**config.mk**
```make
export PLATFORM = sky130hd
export DESIGN_NAME = fir_cmem_bank
export DESIGN_NICKNAME = d
export VERILOG_FILES = /design/src/rtl/fir_cmem_bank.sv
export SDC_FILE = /design/constraint.sdc
export NUM_CORES = 2
export LEC_CHECK = 0
export ABC_CLOCK_PERIOD_IN_PS = 3300
export CAP_MARGIN = 10
export CORE_MARGIN = 2
export CORE_UTILIZATION = 37
export CTS_BUF_LIST = sky130_fd_sc_hd__clkbuf_16
export CTS_CLUSTER_DIAMETER = 100
export DETAILED_ROUTE_END_ITERATION = 8
export SKIP_CTS_REPAIR_TIMING = 1
export SLEW_MARGIN = 20
export SYNTH_ARGS = -nofsm -noshare
export SYNTH_HDL_FRONTEND = slang
export SYNTH_SLANG_ARGS = --single-unit
export TNS_END_PERCENT = 100
```
**constraint.sdc**
```tcl
create_clock -name clk -period 3.3 [get_ports clk]
set_input_delay 0.66 -clock clk [delete_from_list [all_inputs] [get_ports clk]]
set_output_delay 0.66 -clock clk [all_outputs]
set_load 0.02 [all_outputs]
```
**src/rtl/fir_cmem_bank.sv**
```systemverilog
// fir_cmem_bank: multi-bank FIR coefficient store, host CMEM port plus per-start frame streamer.
// Optional macro CMEM_PARITY_EN: per-word even parity, adds inj_perr input and perr output.
`default_nettype none

module fir_cmem_bank #(
   parameter int BITS       = 16,
   parameter int TAPS       = 64,
   parameter int ADDR_WIDTH = 6,
   parameter int BANKS      = 2,
   parameter int BANK_WIDTH = 1
) (
   input  logic                  clk,
   input  logic                  rst_n,
   input  logic                  CEN,
   input  logic                  WEN,
   input  logic [ADDR_WIDTH-1:0] A,
   input  logic [BANK_WIDTH-1:0] BA,
   input  logic [BITS-1:0]       D,
   output logic [BITS-1:0]       Q,
   output logic                  wr_drop,
   input  logic                  swap_req,
   input  logic [BANK_WIDTH-1:0] swap_bank,
   output logic [BANK_WIDTH-1:0] act_bank,
   input  logic                  start,
   output logic                  busy,
   output logic                  c_valid,
   output logic [ADDR_WIDTH-1:0] c_idx,
   output logic [BITS-1:0]       c_data,
`ifdef CMEM_PARITY_EN
   input  logic                  inj_perr,
   output logic                  perr,
`endif
   output logic                  c_last
);

`ifdef CMEM_PARITY_EN
   localparam int WW = BITS + 1;
`else
   localparam int WW = BITS;
`endif
   localparam logic [ADDR_WIDTH-1:0] C_LAST  = ADDR_WIDTH'(TAPS - 1);
   localparam logic [BANK_WIDTH:0]   C_BANKS = BANKS[BANK_WIDTH:0];

   typedef enum logic [0:0] {
      S_IDLE = 1'b0,
      S_RUN  = 1'b1
   } state_t;

   logic [WW-1:0]         mem_q [BANKS][TAPS];
   state_t                state_q, state_d;
   logic [ADDR_WIDTH-1:0] cnt_q, cnt_d;
   logic [BANK_WIDTH-1:0] pend_bank_q, pend_bank_d;
   logic [BANK_WIDTH-1:0] act_bank_d;
   logic                  pend_q, pend_d;
   logic                  busy_d;
   logic                  swap_ok, wr_hit_act, wr_en, frame_end;
   logic [WW-1:0]         wr_word, rd_word;

   assign swap_ok    = swap_req && ({1'b0, swap_bank} < C_BANKS);
   assign wr_hit_act = busy && (BA == act_bank);
   assign wr_en      = !CEN && !WEN && !wr_hit_act && ({1'b0, BA} < C_BANKS);
   assign frame_end  = (state_q == S_RUN) && (cnt_q == C_LAST);
   assign rd_word    = mem_q[act_bank][cnt_q];
`ifdef CMEM_PARITY_EN
   assign wr_word    = {(^D) ^ inj_perr, D};
`else
   assign wr_word    = D;
`endif

   always_comb begin
      state_d     = state_q;
      cnt_d       = cnt_q;
      act_bank_d  = act_bank;
      pend_d      = pend_q;
      pend_bank_d = pend_bank_q;
      case (state_q)
         S_IDLE: begin
            // Bank change lands before a same-cycle start so that frame uses the new bank.
            if (swap_ok) act_bank_d = swap_bank;
            if (start && !busy) begin
               state_d = S_RUN;
               cnt_d   = '0;
            end
         end
         S_RUN: begin
            cnt_d = cnt_q + ADDR_WIDTH'(1);
            if (swap_ok) begin
               pend_d      = 1'b1;
               pend_bank_d = swap_bank;
            end
            if (frame_end) begin
               state_d = S_IDLE;
               pend_d  = 1'b0;
               if (swap_ok)     act_bank_d = swap_bank;
               else if (pend_q) act_bank_d = pend_bank_q;
            end
         end
         default: state_d = S_IDLE;
      endcase
      busy_d = (state_d == S_RUN) || frame_end;
   end

   always_ff @(posedge clk) begin
      if (wr_en) mem_q[BA][A] <= wr_word;
   end

   always_ff @(posedge clk) begin
      if (!rst_n) begin
         state_q     <= S_IDLE;
         cnt_q       <= '0;
         pend_q      <= 1'b0;
         pend_bank_q <= '0;
         act_bank    <= '0;
         busy        <= 1'b0;
         Q           <= '0;
         wr_drop     <= 1'b0;
         c_valid     <= 1'b0;
         c_idx       <= '0;
         c_data      <= '0;
         c_last      <= 1'b0;
`ifdef CMEM_PARITY_EN
         perr        <= 1'b0;
`endif
      end else begin
         state_q     <= state_d;
         cnt_q       <= cnt_d;
         pend_q      <= pend_d;
         pend_bank_q <= pend_bank_d;
         act_bank    <= act_bank_d;
         busy        <= busy_d;
         wr_drop     <= !CEN && !WEN && wr_hit_act;
         if (!CEN && WEN) Q <= mem_q[BA][A][BITS-1:0];
         c_valid     <= (state_q == S_RUN);
         c_last      <= frame_end;
         if (state_q == S_RUN) begin
            c_idx  <= cnt_q;
            c_data <= rd_word[BITS-1:0];
         end
`ifdef CMEM_PARITY_EN
         perr        <= (state_q == S_RUN) && (^rd_word);
`endif
      end
   end

endmodule

`default_nettype wire

```
Yosys cells after proc, flatten, opt, wreduce, memory -nomap -nowiden:

Memory sizes are Yosys's and may differ from the RTL's. A register that Yosys moved wholly into a read port is not among the register bits.
Index checks and enable logic that the tools add are counted.

* register bits: 52
* RAM bits: 2048
* memories kept: 1

Memories
* mem_q: words 2, width 1024, read ports 2, clocked after memory_dff 1, write ports 1, line 49 `logic [WW-1:0] mem_q [BANKS][TAPS];`

* reductions and logical operators: 17
* equal/unequal tests: 6
* $add $sub $neg: 1
* magnitude comparators: 3
* muxes and demuxes: 24
* bitwise gates (word level): 3

Operators with widths (number)
* two-way mux 1024 bit: 1
* binary-select mux 16 bit (select 6 bit): 2
* demux 16 bit (select 6 bit): 1
* two-way mux 16 bit: 5
* greater-or-equal comparator 7 bit, second input constant: 2
* inverter 6 -> 7 bit: 2
* one-hot mux 6 bit (2 select lines): 1
* two-way mux 1 bit: 11
* logical AND 1 bit: 8
* < comparator 7 x 1 -> 1 bit, second input constant: 1
* adder 6 x 1 -> 6 bit, second input constant: 1
* equality test 6 bit, second input constant: 1
* two-way mux 6 bit: 1
* logical NOT 1 bit: 4
* inequality test 2 bit, second input constant: 2
* one-hot mux 1 bit (2 select lines): 2
* AND reduction 2 bit: 2
* inequality test 3 x 2 -> 1 bit, second input constant: 1
* AND reduction 3 bit: 1
* inequality test 2 x 1 -> 1 bit, second input constant: 1
* nonzero test 2 bit: 1
* equality test 1 bit: 1
* logical OR 1 bit: 1
* inverter 1 bit: 1

Depth between registers and ports, before layout:

* word-level depth: 6
* gate-level depth with buffers: 13
* gate-level depth less buffers: 7

Least setup slack after synthesis:

No wires, ideal clock.

* path type: input to register
* start point: in A[0]
* end point: mem mem_q[1][832] (netlist name) (enable)
* buffers on the path: 6
* slack: -110 ps
* cell stages on the path: 9
* arrival: 3021 ps
* cell sequence: buf_2 -> buf_4 -> buf_4 -> clkbuf_1 -> buf_2 -> and3_1 -> nand2_1 -> buf_2 -> nor2_1

* longest elaborated chain between the ends: 6

Ends and longest elaborated chain
* start, declared: line 16 `input logic [ADDR_WIDTH-1:0] A,`
* inverter 6 -> 7 bit (implied by the code) *: line 104 `if (wr_en) mem_q[BA][A] <= wr_word;`
* greater-or-equal comparator 7 bit (implied by the code) or < comparator 7 x 1 -> 1 bit (tied branches): line 104
* logical AND 1 bit (implied by the code): line 104
* two-way mux 16 bit (implied by the code): line 104
* demux 16 bit (select 6 bit) *: line 104
* two-way mux 1024 bit (implied by the code) *: line 104
* end, declared: line 49

Mark *: on every way between the ends. The rest lies on a longest branch, timed or not.

==> results.json <==
{
  "postRouteAntennaNets": 0,
  "yosys.area_share.simple": 0.02196,
  "synthAdderAreaFrac": 0.0001277,
  "fp-row-count": 188,
  "required_ns": 4.04,
  "dieArea_sq_um": 268900,
  "syn_inst": 4989,
  "synth_compound_area_frac": 0.04428,
  "final_max_slew_viol_count": 0,
  "die_y_um": 518.5,
  "area_delta_synth_final_pct": 19.33,
  "clock_latency_ns": 0.88,
  "fin_crit_ns": 3.289,
  "placed_cells": 8979,
  "final.fill_count": 22442,
  "worstSetupPathType": "reg2reg",
  "via_count": 60130,
  "die_w_um": 518.5,
  "setup_tns_ns": 0,
  "cpMostUsedCell": "buf_12",
  "layout_commonest_cell": "edfxtp_1",
  "drt_iter0_markers": 9678,
  "cts_sinks": 2101,
  "ys_types": 77,
  "dp_hpwl_um": 247200,
  "path_clk_slew_ns": 0.06,
  "hp-class": "in2reg",
  "first_pass_iters": 5,
  "skew_ns": 0.05067,
  "synth_ff_type": "edfxtp_1",
  "fin_cells": 9402,
  "initial_core_util": 0.3728,
  "internal_power_uw": 45770,
  "drive_gt1_frac": 0.3837,
  "synth_top_family_by_area": "multiplexers",
  "wl_per_cell_um": 38.53,
  "rsz0062_at_grt": "no",
  "fmax_ghz": 0.3040,
  "syn_nets": 5020,
  "worst-path-max-fanout": 25,
  "yosysSeqAreaShare": 0.6387,
  "path_cells": "buf_12 -> buf_12 -> buf_12 -> buf_4 -> mux4_2 -> o211ai_1 -> buf_4 -> nand4b_1 -> o31ai_1 -> o21ai_0",
  "ys_ff_latch": 2101,
  "critPathBufInv": 5,
  "cpPeakStageDelay_ns": 0.49,
  "p_seq_frac": 0.489,
  "clkPwrFrac": 0.409,
  "root_buffer": "clkbuf_16",
  "first_global_vias": 58670,
  "grt_pass1_wl_um": 494000,
  "synth_edf_count": 2048,
  "nets": 5719,
  "num_io_pins": 73,
  "cp_top_family": "buffers and inverters",
  "drv_cap": 0,
  "synth_area_per_cell_sq_um": 19.63,
  "grt_start_max_net_pins": 129,
  "crit_path_end_kind": "register",
  "period_share": 0.9967,
  "synth.area.mux_share": 0.2663,
  "dpl_cell_area_sq_um": 109700,
  "power_density_nw_per_um2": 515.5,
  "track_usage": 0.2652,
  "mappedNetlistArea_sq_um": 97950,
  "port_buffers": 72,
  "cts_max_path_buffers": 3,
  "status": "complete, no violations",
  "p_switching_uw": 14480,
  "cts_buffers": 219,
  "slew_headroom": 0.2545,
  "post-route-drc-count": 0,
  "globalplace.congestion": 0.9683,
  "hold_viol": 0,
  "worst_slew_pin_slew_ns": 1.118,
  "combPwrFrac": 0.102,
  "synthXorXnorAreaFrac": 0.0003577,
  "finalWirelength_um": 362200,
  "slowest_stage": "mux4_2",
  "layout_common_cells": "edfxtp_1, mux4_2, buf_4, mux2i_1, buf_12",
  "cts_tree": "done",
  "via_per_inst": 6.395,
  "p_leak_uw": 0.03715,
  "synth_warnings": 0,
  "final_area_sq_um": 116900,
  "antenna_found_initial": 28,
  "ctsHtreeMaxLevel": 4,
  "core_area_sq_um": 262700,
  "worstPathArrival_ns": 4.03,
  "start_kind": "register",
  "swShare": 0.2403,
  "peakVddDrop_uv": 609.1,
  "overflow": 0,
  "ys_async_sr_fraction": 0,
  "setup_violations": 0
}
stage by stage:
step / setup slack (ns) / power, uW / util / hold WS, ns
2_1_floorplan: -0.1096 / 33240 / - / 0.4357
4_1_cts: -0.2147 / 60400 / 0.4445 / 0.09989
6_report: 0.01079 / 60250 / 0.4448 / 0.1684
3_5_place_dp: -0.5552 / 36030 / 0.4175 / 0.4541
5_1_grt: 0.0003411 / 61660 / 0.4448 / 0.1412
3_3_place_gp: -0.5958 / 35990 / 0.4174 / 0.4416
registers in the layout (all words and copies together), names as in the netlist, named ones only:
signal,cells
act_bank,1
state_q,1
Q,16
pend_bank_q,1
c_idx,6
c_data,16
busy,1
cnt_q,6
c_last,1
pend_q,1
c_valid,1
mem_q,2048
wr_drop,1
power groups by stage:
stage | combinational [uW] | sequential [uW] | clock, uW
CTS | 6030 | 29400 | 24900
global route | 6300 | 29400 | 25900
floorplan | 3290 | 30000 | 0
detailed placement | 6020 | 30000 | 0
global placement | 5980 | 30000 | 0
finish | 6140 | 29400 | 24700
final timing paths:
path	from	end	slack, ns	cells past startpoint
worst max-delay path	register	c_data[2]$_SDFFE_PN0P_	0.01	10
worst min-delay path	D[0]	mem_q[1][352]$_DFFE_PP_	0.17	1
worst max register to register	register	c_data[2]$_SDFFE_PN0P_	0.01	10
worst min register to register	pend_bank_q$_SDFFE_PN0P_	pend_bank_q$_SDFFE_PN0P_	0.46	2
synthesized netlist by cell type, drive strengths merged, types with 10 or more instances:
cell type | n | area [sq um]
buf | 282 | 2177
a211oi | 17 | 127.6
inv | 12 | 45.05
o221ai | 11 | 96.34
nand2 | 143 | 536.8
dfxtp | 53 | 1061
o22ai | 41 | 256.5
a221o | 14 | 140.1
nand3 | 28 | 140.1
edfxtp | 2048 | 61500
nor3 | 21 | 105.1
nor2b | 13 | 81.33
clkbuf | 112 | 531.8
o21ai | 106 | 530.5
nor2 | 221 | 829.6
a21oi | 84 | 420.4
mux2i | 365 | 3654
o211ai | 11 | 82.58
a22oi | 112 | 840.8
nor4 | 10 | 62.56
a31oi | 37 | 231.5
nand2b | 19 | 118.9
mux2 | 15 | 172.7
a221oi | 91 | 809.5
mux4 | 981 | 22260
a22o | 16 | 140.1
routing by layer:
metal  share of wire  wire [um]  GRT usage  vias up
met5         0.00038        138          0        -
met4           0.057      20610     0.1282       24
met3            0.11      41650    0.06689      750
met2            0.45     163500     0.4013     4048
met1            0.38     136300     0.3577    32234
li1                -          -          -    23074
cells by family (layout without fill, tap and decap cells):
group                      Yosys count  after routing
xor gates and xnor gates             4              4
muxes                             1361           1361
buffers and inverters              408           1294
adders and majority gates            1              1
DFF                               2101           2101
and+or+nand+nor                    497            497
AOI/OAI and AO/OA                  617            617
other                                0             12
final cells by class:
class	count	area [sq um]	share of cell area
antenna	12	30.03	0.0002569
clock buffer	224	5605	0.04796
clock inverter	184	1505	0.01288
inverter	13	56.30	0.0004817
multi-input combinational	2480	33030	0.2826
sequential	2101	62580	0.5354
tap	3515	4398	0.03763
timing repair buffer	873	9673	0.08276
worst register-to-register path: cells and delay by family (launching register included):
| family | cells | cell delay [ns] |
|---|---|---|
| buffers and inverters | 5 | 1.10 |
| AO/OA/AOI/OAI | 3 | 1.03 |
| multiplexers | 1 | 0.49 |
| flip-flops | 1 | 0.37 |
| AND/OR/NAND/NOR | 1 | 0.18 |
(Power assumes the default switching activity.)
